`config.mk`:
```
export PLATFORM = sky130hd
export DESIGN_NAME = bird_mem_arbiter_flat
export DESIGN_NICKNAME = d
export VERILOG_FILES = /design/src/rtl/bird_mem_arbiter_pkg.sv /design/src/rtl/bird_mem_arbiter_if.sv /design/src/rtl/bird_mem_arbiter.sv /design/src/flat_wrapper.sv
export SDC_FILE = /design/constraint.sdc
export NUM_CORES = 1
export LEC_CHECK = 0
export CAP_MARGIN = 40
export CORE_MARGIN = 2
export CORE_UTILIZATION = 24
export DETAILED_ROUTE_END_ITERATION = 8
export PLACE_DENSITY = 0.76
export SYNTH_ARGS = -nofsm -noshare
export SYNTH_HDL_FRONTEND = slang
export SYNTH_SLANG_ARGS = --single-unit
```
`constraint.sdc`:
```
create_clock -name clk -period 3 [get_ports clk]
set_input_delay 0.9 -clock clk [delete_from_list [all_inputs] [get_ports clk]]
set_output_delay 0.9 -clock clk [all_outputs]
set_load 0.02 [all_outputs]
```
`src/rtl/bird_mem_arbiter_pkg.sv`:
```
// Shared types and defaults for the bird memory arbiter.
package bird_mem_pkg;

  localparam int unsigned DEF_AW = 16;
  localparam int unsigned DEF_DW = 16;

  typedef enum logic [1:0] {
    IDLE = 2'd0,
    GNT0 = 2'd1,
    GNT1 = 2'd2
  } state_t;

  // Width of the burst counter: clog2(max_burst), never less than 1 bit.
  function automatic int unsigned cnt_width(input int unsigned max_burst);
    return (max_burst > 1) ? $clog2(max_burst) : 1;
  endfunction

endpackage

```
`src/rtl/bird_mem_arbiter_if.sv`:
```
// Two-master request/grant bus plus the single-port memory side.
interface bird_mem_arbiter_if
  import bird_mem_pkg::*;
#(
  parameter int unsigned AW = DEF_AW,
  parameter int unsigned DW = DEF_DW
) ();

  logic          m0_req;
  logic          m0_we;
  logic          m0_lock;
  logic [AW-1:0] m0_addr;
  logic [DW-1:0] m0_wdata;
  logic          m0_gnt;
  logic [DW-1:0] m0_rdata;

  logic          m1_req;
  logic          m1_we;
  logic          m1_lock;
  logic [AW-1:0] m1_addr;
  logic [DW-1:0] m1_wdata;
  logic          m1_gnt;
  logic [DW-1:0] m1_rdata;

  logic [AW-1:0] mem_addr;
  logic [DW-1:0] mem_wdata;
  logic          mem_we;
  logic [DW-1:0] mem_rdata;

  // Environment side: the two bus masters and the memory's read port.
  modport master (
    output m0_req, m0_we, m0_lock, m0_addr, m0_wdata,
    input  m0_gnt, m0_rdata,
    output m1_req, m1_we, m1_lock, m1_addr, m1_wdata,
    input  m1_gnt, m1_rdata,
    input  mem_addr, mem_wdata, mem_we,
    output mem_rdata
  );

  // Arbiter side.
  modport slave (
    input  m0_req, m0_we, m0_lock, m0_addr, m0_wdata,
    output m0_gnt, m0_rdata,
    input  m1_req, m1_we, m1_lock, m1_addr, m1_wdata,
    output m1_gnt, m1_rdata,
    output mem_addr, mem_wdata, mem_we,
    input  mem_rdata
  );

endinterface

```
`src/rtl/bird_mem_arbiter.sv`:
```
// Registered round-robin arbiter between the bird CPU (master 0) and a
// second bus master (master 1) for the shared single-port memory.
module bird_mem_arbiter
  import bird_mem_pkg::*;
#(
  parameter int unsigned AW        = DEF_AW,
  parameter int unsigned DW        = DEF_DW,
  parameter int unsigned MAX_BURST = 4
) (
  input  logic               clk,
  input  logic               rst_n,
  bird_mem_arbiter_if.slave  bus
);

  localparam int unsigned    CW      = cnt_width(MAX_BURST);
  localparam logic [CW-1:0]  CNT_MAX = CW'(MAX_BURST - 1);

  state_t        state_q, state_d;
  logic [CW-1:0] cnt_q;
  logic          last_q;
  logic          beat;
  logic [AW-1:0] addr_mux;
  logic [DW-1:0] wdata_mux;
  logic          we_mux;

  // A beat is a granted cycle in which the owner is still requesting.
  always_comb begin
    beat = ((state_q == GNT0) && bus.m0_req) || ((state_q == GNT1) && bus.m1_req);
  end

  // State, burst counter and round-robin history.
  always_ff @(posedge clk) begin
    if (!rst_n) begin
      state_q <= IDLE;
      cnt_q   <= '0;
      last_q  <= 1'b1;
    end else begin
      state_q <= state_d;
      if (state_d != state_q) begin
        cnt_q <= '0;
        if (state_q == GNT0)      last_q <= 1'b0;
        else if (state_q == GNT1) last_q <= 1'b1;
      end else if (beat && (cnt_q != CNT_MAX)) begin
        cnt_q <= cnt_q + CW'(1);
      end
    end
  end

  // Next grant: round-robin on ties, preempt a full unlocked burst.
  always_comb begin
    state_d = state_q;
    case (state_q)
      IDLE: begin
        if (bus.m0_req && bus.m1_req) state_d = last_q ? GNT0 : GNT1;
        else if (bus.m0_req)          state_d = GNT0;
        else if (bus.m1_req)          state_d = GNT1;
      end
      GNT0: begin
        if (!bus.m0_req)
          state_d = bus.m1_req ? GNT1 : IDLE;
        else if (bus.m1_req && !bus.m0_lock && (cnt_q == CNT_MAX))
          state_d = GNT1;
      end
      GNT1: begin
        if (!bus.m1_req)
          state_d = bus.m0_req ? GNT0 : IDLE;
        else if (bus.m0_req && !bus.m1_lock && (cnt_q == CNT_MAX))
          state_d = GNT0;
      end
      default: state_d = IDLE;
    endcase
  end

  // Memory mux and grant decode, driven only from the registered state.
  always_comb begin
    addr_mux  = '0;
    wdata_mux = '0;
    we_mux    = 1'b0;
    case (state_q)
      GNT0: begin
        addr_mux  = bus.m0_addr;
        wdata_mux = bus.m0_wdata;
        we_mux    = bus.m0_we;
      end
      GNT1: begin
        addr_mux  = bus.m1_addr;
        wdata_mux = bus.m1_wdata;
        we_mux    = bus.m1_we;
      end
      default: ;
    endcase
    bus.mem_addr  = addr_mux;
    bus.mem_wdata = wdata_mux;
    bus.mem_we    = we_mux;
    bus.m0_gnt    = (state_q == GNT0);
    bus.m1_gnt    = (state_q == GNT1);
    bus.m0_rdata  = (state_q == GNT0) ? bus.mem_rdata : '0;
    bus.m1_rdata  = (state_q == GNT1) ? bus.mem_rdata : '0;
  end

endmodule

```
`src/flat_wrapper.sv`:
```
// flat-port wrapper written by rule: the top's interface ports become plain ports
module bird_mem_arbiter_flat import bird_mem_pkg::*;
#(
  parameter int unsigned AW        = DEF_AW,
  parameter int unsigned DW        = DEF_DW,
  parameter int unsigned MAX_BURST = 4
)
  (clk, rst_n, bus_m0_req, bus_m0_we, bus_m0_lock, bus_m0_addr, bus_m0_wdata, bus_m0_gnt, bus_m0_rdata, bus_m1_req, bus_m1_we, bus_m1_lock, bus_m1_addr, bus_m1_wdata, bus_m1_gnt, bus_m1_rdata, bus_mem_addr, bus_mem_wdata, bus_mem_we, bus_mem_rdata);
  bird_mem_arbiter_if #(.AW(AW), .DW(DW)) bus_i ();
  input  logic clk;
  input  logic rst_n;
  input wire logic [$bits(bus_i.m0_req)-1:0] bus_m0_req;
  input wire logic [$bits(bus_i.m0_we)-1:0] bus_m0_we;
  input wire logic [$bits(bus_i.m0_lock)-1:0] bus_m0_lock;
  input wire logic [$bits(bus_i.m0_addr)-1:0] bus_m0_addr;
  input wire logic [$bits(bus_i.m0_wdata)-1:0] bus_m0_wdata;
  output wire logic [$bits(bus_i.m0_gnt)-1:0] bus_m0_gnt;
  output wire logic [$bits(bus_i.m0_rdata)-1:0] bus_m0_rdata;
  input wire logic [$bits(bus_i.m1_req)-1:0] bus_m1_req;
  input wire logic [$bits(bus_i.m1_we)-1:0] bus_m1_we;
  input wire logic [$bits(bus_i.m1_lock)-1:0] bus_m1_lock;
  input wire logic [$bits(bus_i.m1_addr)-1:0] bus_m1_addr;
  input wire logic [$bits(bus_i.m1_wdata)-1:0] bus_m1_wdata;
  output wire logic [$bits(bus_i.m1_gnt)-1:0] bus_m1_gnt;
  output wire logic [$bits(bus_i.m1_rdata)-1:0] bus_m1_rdata;
  output wire logic [$bits(bus_i.mem_addr)-1:0] bus_mem_addr;
  output wire logic [$bits(bus_i.mem_wdata)-1:0] bus_mem_wdata;
  output wire logic [$bits(bus_i.mem_we)-1:0] bus_mem_we;
  input wire logic [$bits(bus_i.mem_rdata)-1:0] bus_mem_rdata;
  assign bus_i.m0_req = bus_m0_req;
  assign bus_i.m0_we = bus_m0_we;
  assign bus_i.m0_lock = bus_m0_lock;
  assign bus_i.m0_addr = bus_m0_addr;
  assign bus_i.m0_wdata = bus_m0_wdata;
  assign bus_m0_gnt = bus_i.m0_gnt;
  assign bus_m0_rdata = bus_i.m0_rdata;
  assign bus_i.m1_req = bus_m1_req;
  assign bus_i.m1_we = bus_m1_we;
  assign bus_i.m1_lock = bus_m1_lock;
  assign bus_i.m1_addr = bus_m1_addr;
  assign bus_i.m1_wdata = bus_m1_wdata;
  assign bus_m1_gnt = bus_i.m1_gnt;
  assign bus_m1_rdata = bus_i.m1_rdata;
  assign bus_mem_addr = bus_i.mem_addr;
  assign bus_mem_wdata = bus_i.mem_wdata;
  assign bus_mem_we = bus_i.mem_we;
  assign bus_i.mem_rdata = bus_mem_rdata;
  bird_mem_arbiter #(.AW(AW), .DW(DW), .MAX_BURST(MAX_BURST)) u_core (.clk(clk), .rst_n(rst_n), .bus(bus_i));
endmodule
```
Word level (Yosys, flattened, before mapping)
Index checks and enable logic that the tools add are counted.
- bits in registers: 5
- logic and storage cells: 43
- bits of input ports: 88
- output and inout port bits: 67
- multiplexer cells: 18
- $add $sub $neg: 1
- bitwise gates (word level): 1
- equal/unequal tests: 5
- reduce and logical (&&, ||, !) cells: 15
- operator list (operator ; number):
    16-bit case mux with 2 select lines ; 2
    16-bit two-way mux ; 2
    2-bit two-way mux ; 9
    1-bit logical AND ; 8
    2-bit case mux with 3 select lines ; 1
    2-bit equality test (second input constant) ; 2
    1-bit two-way mux ; 3
    2-bit by 1-bit adder with 2-bit output (second input constant) ; 1
    2-bit by 1-bit equality test with 1-bit output (second input constant) ; 1
    1-bit zero test ; 2
    2-bit zero test ; 1
    2-bit != test ; 1
    2-bit != test (second input constant) ; 1
    1-bit case mux with 2 select lines ; 1
    2-bit AND reduction ; 1
    2-bit nonzero test ; 1
    2-bit OR reduction ; 1
    1-bit logical OR ; 1
    1-bit NOT ; 1

Longest topological paths before layout
Gate-level depths: netlist of run 1.
- depth after elaboration: 8
- depth in mapped cells: 8
- depth with buffers taken out: 7

Least setup slack after synthesis of run 1
Ideal clock, no wire load.
- kind: register to output
- start point: register u_core.state_q[0]
- end point: output port bus_m1_rdata[10]
- arrival: 1.763 ns
- data required time: 2.100 ns
- path buffers: 3
- cell stages (with the launch flop): 7
- slack: 0.337 ns
- cell sequence: dfxtp_1 inv_1 ha_1 clkbuf_1 clkbuf_1 clkbuf_1 and2_1
- cells in the longest elaborated chain, start to end: 2
- ends and longest elaborated chain (element ; RTL line ; text):
    from (decl) ; bird_mem_arbiter.sv:18 ; state_t state_q, state_d;
    from (signal assigned) ; bird_mem_arbiter.sv:38 ; state_q <= state_d;
    2-bit equality test ; -- ;
    named net bus_m1_gnt ; flat_wrapper.sv:24 ; output wire logic [$bits(bus_i.m1_gnt)-1:0] bus_m1_gnt;
    16-bit two-way mux ; bird_mem_arbiter.sv:98 ; bus.m1_rdata = (state_q == GNT1) ? bus.mem_rdata : '0;
    to (decl) ; flat_wrapper.sv:25 ; output wire logic [$bits(bus_i.m1_rdata)-1:0] bus_m1_rdata;
The timed path passes the listed nets, and every way through them passes these cells.

Final worst setup path of run 1
- start point: input port bus_mem_rdata[9]
- end point: output port bus_m0_rdata[9]
- cells in the longest elaborated chain, start to end: 1
- ends and longest elaborated chain (element ; RTL line ; text):
    from (decl) ; flat_wrapper.sv:29 ; input wire logic [$bits(bus_i.mem_rdata)-1:0] bus_mem_rdata;
    16-bit two-way mux ; bird_mem_arbiter.sv:97 ; bus.m0_rdata = (state_q == GNT0) ? bus.mem_rdata : '0;
    to (decl) ; flat_wrapper.sv:18 ; output wire logic [$bits(bus_i.m0_rdata)-1:0] bus_m0_rdata;
Every way passes these cells.

==> impl_summary.txt, run 1 <==
----------------------------------------------------
[Pwr]
  Cell internal power dissipation ... 0.0005220 W
  Total power draw ... 0.0008585 W
  Power density over cell area ... 286.9 mW/mm²
  Fraction of power consumed by the clock network ... 0.145
  Proportion of total power due to net switching ... 0.3919
  Leak Pwr ... 1.678 nW
  Fraction of power consumed by sequential logic ... 0.092
  Maximum ir drop on the vdd rail ... about 0.24 mV
  Logic gate share of total power ... 0.763
  Switching pwr ... between 0.0003 and 0.0004 W

[Layout]
  Post-layout nets ... roughly 420
  Area growth, synth to finish ... 144.1%
  Inserted Diodes ... 0
  Filler cells ... approximately 460
  Non-filler instance count after layout ... between 300 and 400
  Fraction of layout cells with a size suffix above 1 ... 0.07077

[Synthesis]
  Fraction of synthesis flops using an asynchronous set or reset pin ... 0
  Fraction of the yosys area taken by sequential cells ... 0.08163
  Largest family of logic cells by synthesized area ... simple AND/OR/NAND/NOR gates
  Post-synthesis share of cell area spent on xor and xnor gates ... 0.007143
  Mux contribution to synthesized area ... 0.03061
  Register bit count reported by yosys ... 5
  Synthesized netlist cell count ... about 170
  Synth Area per Inst ... roughly 7 µm²
  Synth cell types ... 34
  Synth Area in Adders ... 0.05102
  Area share of and/or/nand/nor cells after synthesis ... 0.4296
  Number of enable flip-flop cells after synthesis ... 0
  Synthesized-area fraction occupied by ao, oa, aoi and oai cells ... 0.3194
  Primary FF master, synth ... dfxtp_1
  Netlist area before placement ... between 0.001 and 0.0015 mm²
  Total number of yosys warnings ... 0
  Post-synth net total ... 266

[STA]
  Clock Skew ... around 0.0023 ns
  Max frequency ... 334.7 MHz
  Share of the cycle needed by the critical path after routing ... 0.9958
  Slew Limit Headroom ... 0.7574
  Sum of negative setup slack ... 0 ns
  Fin. Hold Viols ... 0
  Final worst-path setup slack ... between 0.01 and 0.015 ns
  Slew of the pin with the lowest slew margin ... 0.3639 ns
  Endpoints failing setup ... 0
  Max-slew violation total from the final report ... 0
  RSZ-0062 raised after global routing ... false
  Post-layout minimum cycle time ... roughly 3 ns

[Placement]
  Cell count after placement ... ~390
  Worst slack, placed ... -0.08498 ns
  HPWL reported at the end of detailed placement ... roughly 4000 µm
  Placer's final routability congestion estimate ... 0.7746
  Port Buffer Count ... 154

[Run]
  Reported max-cap violation count ... 0

[Global routing]
  Initial antenna violation count ... 0
  Wire length of the first global-routing pass ... 7072 µm
  Most used routing layer ... met2
  Vias in the first global route ... roughly 1.6k
  Total congestion overflow ... 0
  Largest net degree at the start of global routing ... 32
  Global router's overall resource usage ... 0.1542
  Met3 usage ... 0.03042
  M1 GR Usage ... 0.1970
  GR met2 Demand/Resource ... 0.2667

[Floorplan]
  Die span in y ... about 75 µm
  Boundary pin count ... roughly 160
  Standard-cell rows ... 26
  Standard cell core area ... about 0.005 mm²
  Die extent in x ... 75.48 µm
  Initial Utilization ... 0.2448
  Overall die area ... 0.005696 mm²

[Route]
  Overall via count from detail_route ... ~1.8k
  DRC errors left ... 0
  Starting DRC count in detailed routing ... 69
  Routed WL per cell ... 12.73 µm
  Count of nets left with antenna violations after detail routing ... 0
  First-pass iteration count of the detailed router ... 4
  Detailed Route WL ... around 5000 µm
  Routed vias/inst ... 4.577

[Setup path]
  Start-to-end type of the worst setup path ... primary input to primary output
  WP data arrival ... between 2 and 2.5 ns
  Maximum fanout encountered on the critical timing path ... 2
  Critical path endpoint category ... primary output
  Required time of the critical path ... 2.10 ns
  Type of origin of the critical path ... primary input

[CTS]
  Clock latency on the worst-skew pair ... between 0.2 and 0.25 ns
  Max clock buf depth ... 2
  Clock Sink Count ... 5
  Hold-fix buffers at CTS ... 0
  Root Buffer ... clkbuf_8
  CTS clock-pin slew for the worst setup and hold paths ... roughly 0.040 ns
  Number of buffers inserted during clock tree synthesis ... 3
  TritonCTS clock tree ... done
  CTS H-Tree Depth ... 1

[Status]
  Run status ... finished, final reports clean

[Hold path]
  Path type of the worst min-delay path ... register to register

----------------------------------------------------
-- synthesized netlist by cell type (2+ instances only) --
cell type	count	share of area
a21o_1	2	0.012
nand2b_1	2	0.010
inv_1	5	0.015
clkbuf_1	11	0.034
dfxtp_1	5	0.082
a22oi_1	33	0.20
nor2b_1	34	0.17
o21ai_0	3	0.012
buf_1	3	0.0092
buf_6	2	0.018
nor3_1	2	0.0082
nor2_1	5	0.015
and4_1	2	0.014
ha_1	5	0.051
nand2_1	9	0.028
and2_1	32	0.16
-- stage by stage --
step,instance area [µm²],utilization,hold slack (ns)
after floorplan,1226,-,0.5418
after global placement,2925,0.5839,0.5759
after detailed placement,2925,0.5839,0.5838
after CTS,2928,0.5844,0.5939
after global routing,2993,0.5974,0.6468
final,2993,0.5974,0.5880
-- flip-flops by register name, indices dropped and copies added (netlist names) --
name / cells
u_core.cnt_q: 2
u_core.last_q: 1
u_core.state_q: 2
-- layout make-up --
cell class | count | area (µm²) | area share
Tap cell | 70 | 87.58 | 0.02926
Clock buffer | 4 | 45.04 | 0.01505
Inverter | 5 | 18.77 | 0.006271
Multi-Input combinational cell | 146 | 1032 | 0.3449
Timing Repair Buffer | 165 | 1709 | 0.5711
Sequential cell | 5 | 100.1 | 0.03344
-- routing by layer --
layer / up-vias / part of all wire
li1: 914 / -
met1: 815 / 0.41
met2: 76 / 0.49
met3: 3 / 0.097
met4: 0 / 0.0062
met5: - / 0
-- placed cells by master, fill, tap and decap left out, types with 2 or more instances in the layout --
cell type        Yosys  layout
a21o_1               2       2
a22oi_1             33      33
and2_1              32      32
and4_1               2       2
buf_12               0       5
buf_4                0       6
clkbuf_8             0       3
clkdlybuf4s50_1      0      94
dfxtp_1              5       5
dlygate4sd2_1        0      34
dlymetal6s2s_1       0      26
ha_1                 5       3
ha_2                 0       2
inv_1                5       5
nand2_1              9       9
nand2b_1             2       2
nor2_1               5       5
nor2b_1             34      34
nor3_1               2       2
o21ai_0              3       3
-- power groups by stage --
stage | clock network (W) | registers, W | logic (W)
CTS | 0.000129 | 0.0000791 | 0.000669
global placement | 0 | 0.0000797 | 0.000688
finish | 0.000124 | 0.0000788 | 0.000655
floorplan | 0 | 0.0000811 | 0.000335
global route | 0.000131 | 0.0000799 | 0.000711
detailed placement | 0 | 0.0000800 | 0.000693
-- cell families (layout without fill, tap and decap cells) --
kind of cell    Yosys count  after routing
compound gates           49             49
xor+xnor                  1              1
fa+ha+maj                 5              5
buf+inv                  22            174
flops                     5              5
mux                       3              3
simple gates             88             88
-- worst max-delay path, cell delays in order --
cell             delay (ns)
clkdlybuf4s50_1        0.47
and2_1                 0.12
clkdlybuf4s50_1        0.61
-- path summary, 6_finish.rpt --
kind / startpoint / end / slack [ns] / cells after the start
hold reg to reg: u_core.last_q$_SDFFE_PN1P_ / u_core.last_q$_SDFFE_PN1P_ / 0.59 / 2
setup reg to reg: u_core.state_q[0]$_SDFF_PN0_ / u_core.last_q$_SDFFE_PN1P_ / 0.72 / 9
setup / recovery: bus_mem_rdata[9] / bus_m0_rdata[9] / 0.01 / 3
hold / removal: u_core.last_q$_SDFFE_PN1P_ / u_core.last_q$_SDFFE_PN1P_ / 0.59 / 2
-- what timing repair did --
| item | CTS | global route |
|---|---|---|
| buffers inserted | 0 | 0 |
| resized for setup | 34 | 26 |
| endpoints found under the setup margin | 34 | 26 |
(Power assumes the default switching activity.)
==> inputs of run 2 (changes only) <==
Clock period 3 ns to 3.9 ns, I/O delays scaled along.
==> run 2 against run 1 <==
Routed wire length rose by 0.70%. First-iteration DRC count decreased by 20%. Utilization shrank 2.2 points. Die area did not move. Flip-flop and latch count stayed put. Sequential share of layout area grew 0.13 points. Critical path depth up 1. Worst hold slack better by 0.0098 ns. Critical endpoint is now bus_mem_wdata[13].
==> impl_summary.txt, run 2 (same netlist as run 1, synthesis figures left out) <==
----------------------------------------------------
[Status]
  Run status ... finished, final reports clean

[STA]
  Max-slew violation total from the final report ... 0
  Clock Skew ... 0.0001797 ns
  Worst-case hold slack ... roughly 0.60 ns
  Sum of negative setup slack ... 0 ns
  Max frequency ... 275.3 MHz
  Slew Limit Headroom ... 0.7213
  Fin. Hold Viols ... 0
  Share of the cycle needed by the critical path after routing ... 0.9312
  Post-layout minimum cycle time ... around 3.6 ns
  Slew of the pin with the lowest slew margin ... approximately 0.42 ns
  RSZ-0062 raised after global routing ... false
  Endpoints failing setup ... 0

[Global routing]
  Global router's overall resource usage ... 0.1530
  Total congestion overflow ... 0
  Wire length of the first global-routing pass ... between 7000 and 8000 µm
  Largest net degree at the start of global routing ... 32
  Vias in the first global route ... 1599
  Initial antenna violation count ... 0

[Placement]
  HPWL reported at the end of detailed placement ... a little over 4000 µm
  Port Buffer Count ... about 150
  Placer's final routability congestion estimate ... about 0.75
  Cell count after placement ... 386

[Route]
  Count of nets left with antenna violations after detail routing ... 0
  Detailed Route WL ... slightly above 5000 µm
  DRC errors left ... 0
  Routed vias/inst ... ~4.7
  Routed WL per cell ... between 10 and 15 µm
  Overall via count from detail_route ... between 1.5k and 2k
  Starting DRC count in detailed routing ... 55
  First-pass iteration count of the detailed router ... 4

[Setup path]
  Maximum fanout encountered on the critical timing path ... 1
  Most prevalent standard cell on the critical path ... clkdlybuf4s50_1
  FF-to-FF path depth ... 6
  Required time of the critical path ... around 2.7 ns
  Crit path largest cell delay ... around 0.61 ns
  Capture instance of the worst register-to-register path ... u_core.last_q$_SDFFE_PN1P_
  Setup slack of the most critical reg-to-reg path ... 1.57 ns
  Startpoint of the most critical register-to-register path ... u_core.state_q[0]$_SDFF_PN0_
  Critical path, cell by cell ... clkdlybuf4s50_1 > a22oi_1 > nor2b_1 > clkdlybuf4s50_1
  Slowest stage cell, crit path ... clkdlybuf4s50_1
  Type of origin of the critical path ... primary input
  Critical path endpoint category ... primary output
  Start-to-end type of the worst setup path ... primary input to primary output
  WP data arrival ... 2.46 ns

[CTS]
  Root Buffer ... clkbuf_8
  Clock Sink Count ... 5
  Number of buffers inserted during clock tree synthesis ... 3
  Max clock buf depth ... 2
  TritonCTS clock tree ... done
  Hold-fix buffers at CTS ... 0
  CTS clock-pin slew for the worst setup and hold paths ... 0.03 ns
  Clock latency on the worst-skew pair ... between 0.2 and 0.25 ns
  Total of cells resized after clock tree synthesis ... 0
  Number of buffers added for setup after CTS ... 0
  CTS H-Tree Depth ... 1

[Floorplan]
  Boundary pin count ... 155
  Initial Utilization ... 0.2448
  Die extent in x ... roughly 75 µm
  Standard-cell rows ... 26
  Standard cell core area ... approximately 0.005 mm²
  Die span in y ... 75.48 µm
  Overall die area ... ~0.0057 mm²

[Layout]
  Commonest non-fill, non-tap cell in the layout ... clkdlybuf4s50_1
  Total area of multi-input combinational cells ... about 0.0010 mm²
  Fraction of layout cells with a size suffix above 1 ... 0.05625
  Sequential cell area ... 100.1 µm²
  Regs by FF count ... u_core.cnt_q (2), u_core.state_q (2), u_core.last_q (1)
  Post-layout nets ... between 400 and 500
  Commonest cells after routing, fill and taps aside ... clkdlybuf4s50_1, nor2b_1, a22oi_1
  Non-filler instance count after layout ... 390
  Inserted Diodes ... 0
  Filler cells ... 500
  Area growth, synth to finish ... 135.1%
  Layout Utilization ... 0.5754

[Hold path]
  Start point of the worst min-delay path ... u_core.last_q$_SDFFE_PN1P_
  Worst Hold Endpoint ... u_core.last_q$_SDFFE_PN1P_
  Hold Crit Depth ... 2
  Path type of the worst min-delay path ... register to register

[Run]
  Reported max-cap violation count ... 0

[Pwr]
  Maximum ir drop on the vdd rail ... around 0.19 mV
  Leak Pwr ... 1.033 nW
  Power density over cell area ... roughly 230 mW/mm²

----------------------------------------------------
==> run 2: changes by cell type in the layout (fill, tap and decap cells not counted), sizes merged <==
cell,previous run,this run
dlymetal6s2s,26,0
buf,11,6
dlygate4sd2,34,0
clkdlybuf4s50,94,154
==> run 2: worst max-delay path, delay by kind of cell <==
| kind | cells | cell delay, ns |
|---|---|---|
| compound gates | 1 | 0.08 |
| buf+inv | 2 | 1.08 |
| simple gates | 1 | 0.13 |
==> run 2: worst max path at each step <==
| stage | from | end | slack, ns | cells past startpoint |
|---|---|---|---|---|
| 6_report | bus_m1_wdata[13] | bus_mem_wdata[13] | 0.27 | 4 |
| 5_1_grt | bus_m1_addr[12] | bus_mem_addr[12] | 0.20 | 4 |
| 4_1_cts | bus_m1_addr[5] | bus_mem_addr[5] | 0.27 | 4 |
| 3_5_place_dp | bus_m1_wdata[13] | bus_mem_wdata[13] | 0.27 | 4 |
| 3_3_place_gp | bus_m1_addr[12] | bus_mem_addr[12] | 0.26 | 4 |
| 2_1_floorplan | u_core.state_q[0]$_SDFF_PN0_ | bus_m1_rdata[10] | 0.97 | 6 |
==> run 2: per-stage QoR <==
stage	area [µm²]	power (W)	setup WS (ns)
final	2883	0.0006491	0.2682
after global routing	2883	0.0006962	0.2043
after CTS	2883	0.0006574	0.2680
after detailed placement	2838	0.0005597	0.2737
after global placement	2838	0.0005559	0.2634
after floorplan	1226	0.0003204	0.9668
==> run 2: layout make-up <==
class / instances / share of cell area
flip-flops and latches: 5 / 0.03472
repair buffers: 160 / 0.5547
well taps: 70 / 0.03038
multi-input cells: 146 / 0.3581
inverters: 5 / 0.006510
clock buffers: 4 / 0.01563
==> run 2: metal layers <==
layer	track usage	part of all wire
met2	0.2812	0.52
met1	0.1823	0.38
met4	0.02729	0
met5	0	0
met3	0.03571	0.10
==> run 2: report_power, final <==
| group | total, W | switching (W) | internal, W |
|---|---|---|---|
| combinational | 0.000491 | 0.000222 | 0.000270 |
| clock | 0.0000931 | 0.0000231 | 0.0000700 |
| sequential | 0.0000647 | 0.00000853 | 0.0000561 |
| total | 0.000649 | 0.000253 | 0.000396 |
==> inputs of run 3 (changes only) <==
Settings changed: CAP_MARGIN 40 to unset, CORE_UTILIZATION 24 to 28, PLACE_DENSITY 0.76 to 0.95.
==> run 3 against run 2 <==
Sequential power decreased by 1%. Critical path depth unchanged. Global-route usage up 5.9 points. Register-to-register slack gained 0.11 ns. Clock power is 2% higher. Power shrank 0.52%. First-iteration DRC count rose by 98%. Combinational power is essentially flat. Highest routed layer is now met4.
==> impl_summary.txt, run 3 (same netlist as run 1, synthesis figures left out) <==
----------------------------------------------------
[Route]
  First-pass iteration count of the detailed router ... 4
  Detailed Route WL ... about 5500 µm
  Count of nets left with antenna violations after detail routing ... 0
  Starting DRC count in detailed routing ... approximately 110
  Overall via count from detail_route ... around 1.8k
  DRC errors left ... 0
  Routed vias/inst ... just under 5
  Routed WL per cell ... approximately 15 µm

[CTS]
  Max clock buf depth ... 2
  Clock Sink Count ... 5
  CTS clock-pin slew for the worst setup and hold paths ... around 0.03 ns
  Number of buffers added for setup after CTS ... 0
  Root Buffer ... clkbuf_8
  Clock latency on the worst-skew pair ... ~0.22 ns
  CTS H-Tree Depth ... 1
  Number of buffers inserted during clock tree synthesis ... 3
  Hold-fix buffers at CTS ... 0
  TritonCTS clock tree ... done
  Total of cells resized after clock tree synthesis ... 0

[Layout]
  Inserted Diodes ... 0
  Fraction of layout cells with a size suffix above 1 ... 0.04702
  Area growth, synth to finish ... 131.2%
  Regs by FF count ... u_core.cnt_q (2), u_core.state_q (2), u_core.last_q (1)
  Post-layout nets ... just over 400
  Sequential cell area ... approximately 100 µm²
  Commonest cells after routing, fill and taps aside ... clkdlybuf4s50_1, nor2b_1, a22oi_1
  Filler cells ... 362
  Total area of multi-input combinational cells ... 0.001027 mm²
  Commonest non-fill, non-tap cell in the layout ... clkdlybuf4s50_1

[Global routing]
  Total congestion overflow ... 0
  Vias in the first global route ... around 1.7k
  GR met2 Demand/Resource ... 0.3937
  Global router's overall resource usage ... 0.2124
  Most used routing layer ... met2
  Largest net degree at the start of global routing ... 36
  Wire length of the first global-routing pass ... 8542 µm
  M1 GR Usage ... 0.2531
  Met3 usage ... 0.03752
  Initial antenna violation count ... 0

[Placement]
  Placer's final routability congestion estimate ... between 0.8 and 0.9
  Port Buffer Count ... 154
  HPWL reported at the end of detailed placement ... approximately 4600 µm

[Floorplan]
  Overall die area ... around 0.005 mm²
  Die extent in x ... roughly 70 µm
  Boundary pin count ... approximately 160
  Initial Utilization ... 0.2855
  Die span in y ... approximately 70 µm
  Standard cell core area ... roughly 0.0043 mm²
  Standard-cell rows ... 24

[Hold path]
  Path type of the worst min-delay path ... register to register
  Hold Crit Depth ... 2

[Setup path]
  Start-to-end type of the worst setup path ... primary input to primary output
  Maximum fanout encountered on the critical timing path ... 1
  Type of origin of the critical path ... primary input
  WP data arrival ... approximately 2.5 ns
  Critical path endpoint category ... primary output
  FF-to-FF path depth ... 6
  Required time of the critical path ... 2.73 ns

[Pwr]
  Maximum ir drop on the vdd rail ... between 0.15 and 0.2 mV
  Cell internal power dissipation ... slightly below 0.0004 W
  Power density over cell area ... between 200 and 250 mW/mm²
  Total power draw ... roughly 0.00065 W
  Proportion of total power due to net switching ... 0.3965
  Switching pwr ... 0.0002561 W
  Fraction of power consumed by sequential logic ... 0.099
  Logic gate share of total power ... 0.755
  Leak Pwr ... 1.028 nW
  Fraction of power consumed by the clock network ... 0.146

[STA]
  Slew Limit Headroom ... 0.7197
  Sum of negative setup slack ... 0 ns
  RSZ-0062 raised after global routing ... false
  Max frequency ... approximately 270 MHz
  Max-slew violation total from the final report ... 0
  Endpoints failing setup ... 0
  Clock Skew ... roughly 0.0019 ns
  Fin. Hold Viols ... 0
  Slew of the pin with the lowest slew margin ... between 0.4 and 0.5 ns
  Post-layout minimum cycle time ... around 3.7 ns
  Share of the cycle needed by the critical path after routing ... 0.9429

[Run]
  Reported max-cap violation count ... 0

[Status]
  Run status ... finished, final reports clean

----------------------------------------------------
run 3: final cells by class:
cell class	instances	share of cell area
Tap cell	52	0.02295
Sequential cell	5	0.03530
Clock buffer	4	0.01589
Timing Repair Buffer	159	0.5569
Inverter	5	0.006620
Multi-Input combinational cell	146	0.3623
run 3: worst paths after layout:
kind	from	slack (ns)	end
worst max-delay path	bus_m1_addr[0]	0.22	bus_mem_addr[0]
worst min-delay path	u_core.last_q$_SDFFE_PN1P_	0.59	u_core.last_q$_SDFFE_PN1P_
worst max register to register	u_core.state_q[0]$_SDFF_PN0_	1.68	u_core.last_q$_SDFFE_PN1P_
worst min register to register	u_core.last_q$_SDFFE_PN1P_	0.59	u_core.last_q$_SDFFE_PN1P_
run 3: worst max-delay path: stages:
cell and delay, ns:
clkdlybuf4s50_1 0.45, a22oi_1 0.10, nor2b_1 0.15, clkdlybuf4s50_1 0.64
run 3: power by group through the flow:
stage                     Combinational, W  Clock [W]  Sequential, W
final                             0.000488  0.0000945      0.0000638
after floorplan                   0.000258          0      0.0000624
after CTS                         0.000489  0.0000969      0.0000635
after global placement            0.000482          0      0.0000642
after global routing              0.000522  0.0000995      0.0000644
after detailed placement          0.000487          0      0.0000642
run 3: per-layer routing:
layer / wire, µm / up-vias
met2: 2843 / 88
met4: 26 / 0
met3: 394 / 5
met1: 2252 / 792
met5: 0 / -
li1: - / 901
run 3: metrics by stage:
stage	setup slack (ns)	hold slack, ns	area, µm²	util	cells
after floorplan	0.9668	0.5418	1226	-	173
after global placement	0.2304	0.5858	2790	0.6498	367
after detailed placement	0.2323	0.5842	2790	0.6498	367
after CTS	0.2251	0.5971	2835	0.6603	371
after global routing	0.1716	0.6145	2835	0.6603	371
final	0.2229	0.5906	2835	0.6603	371
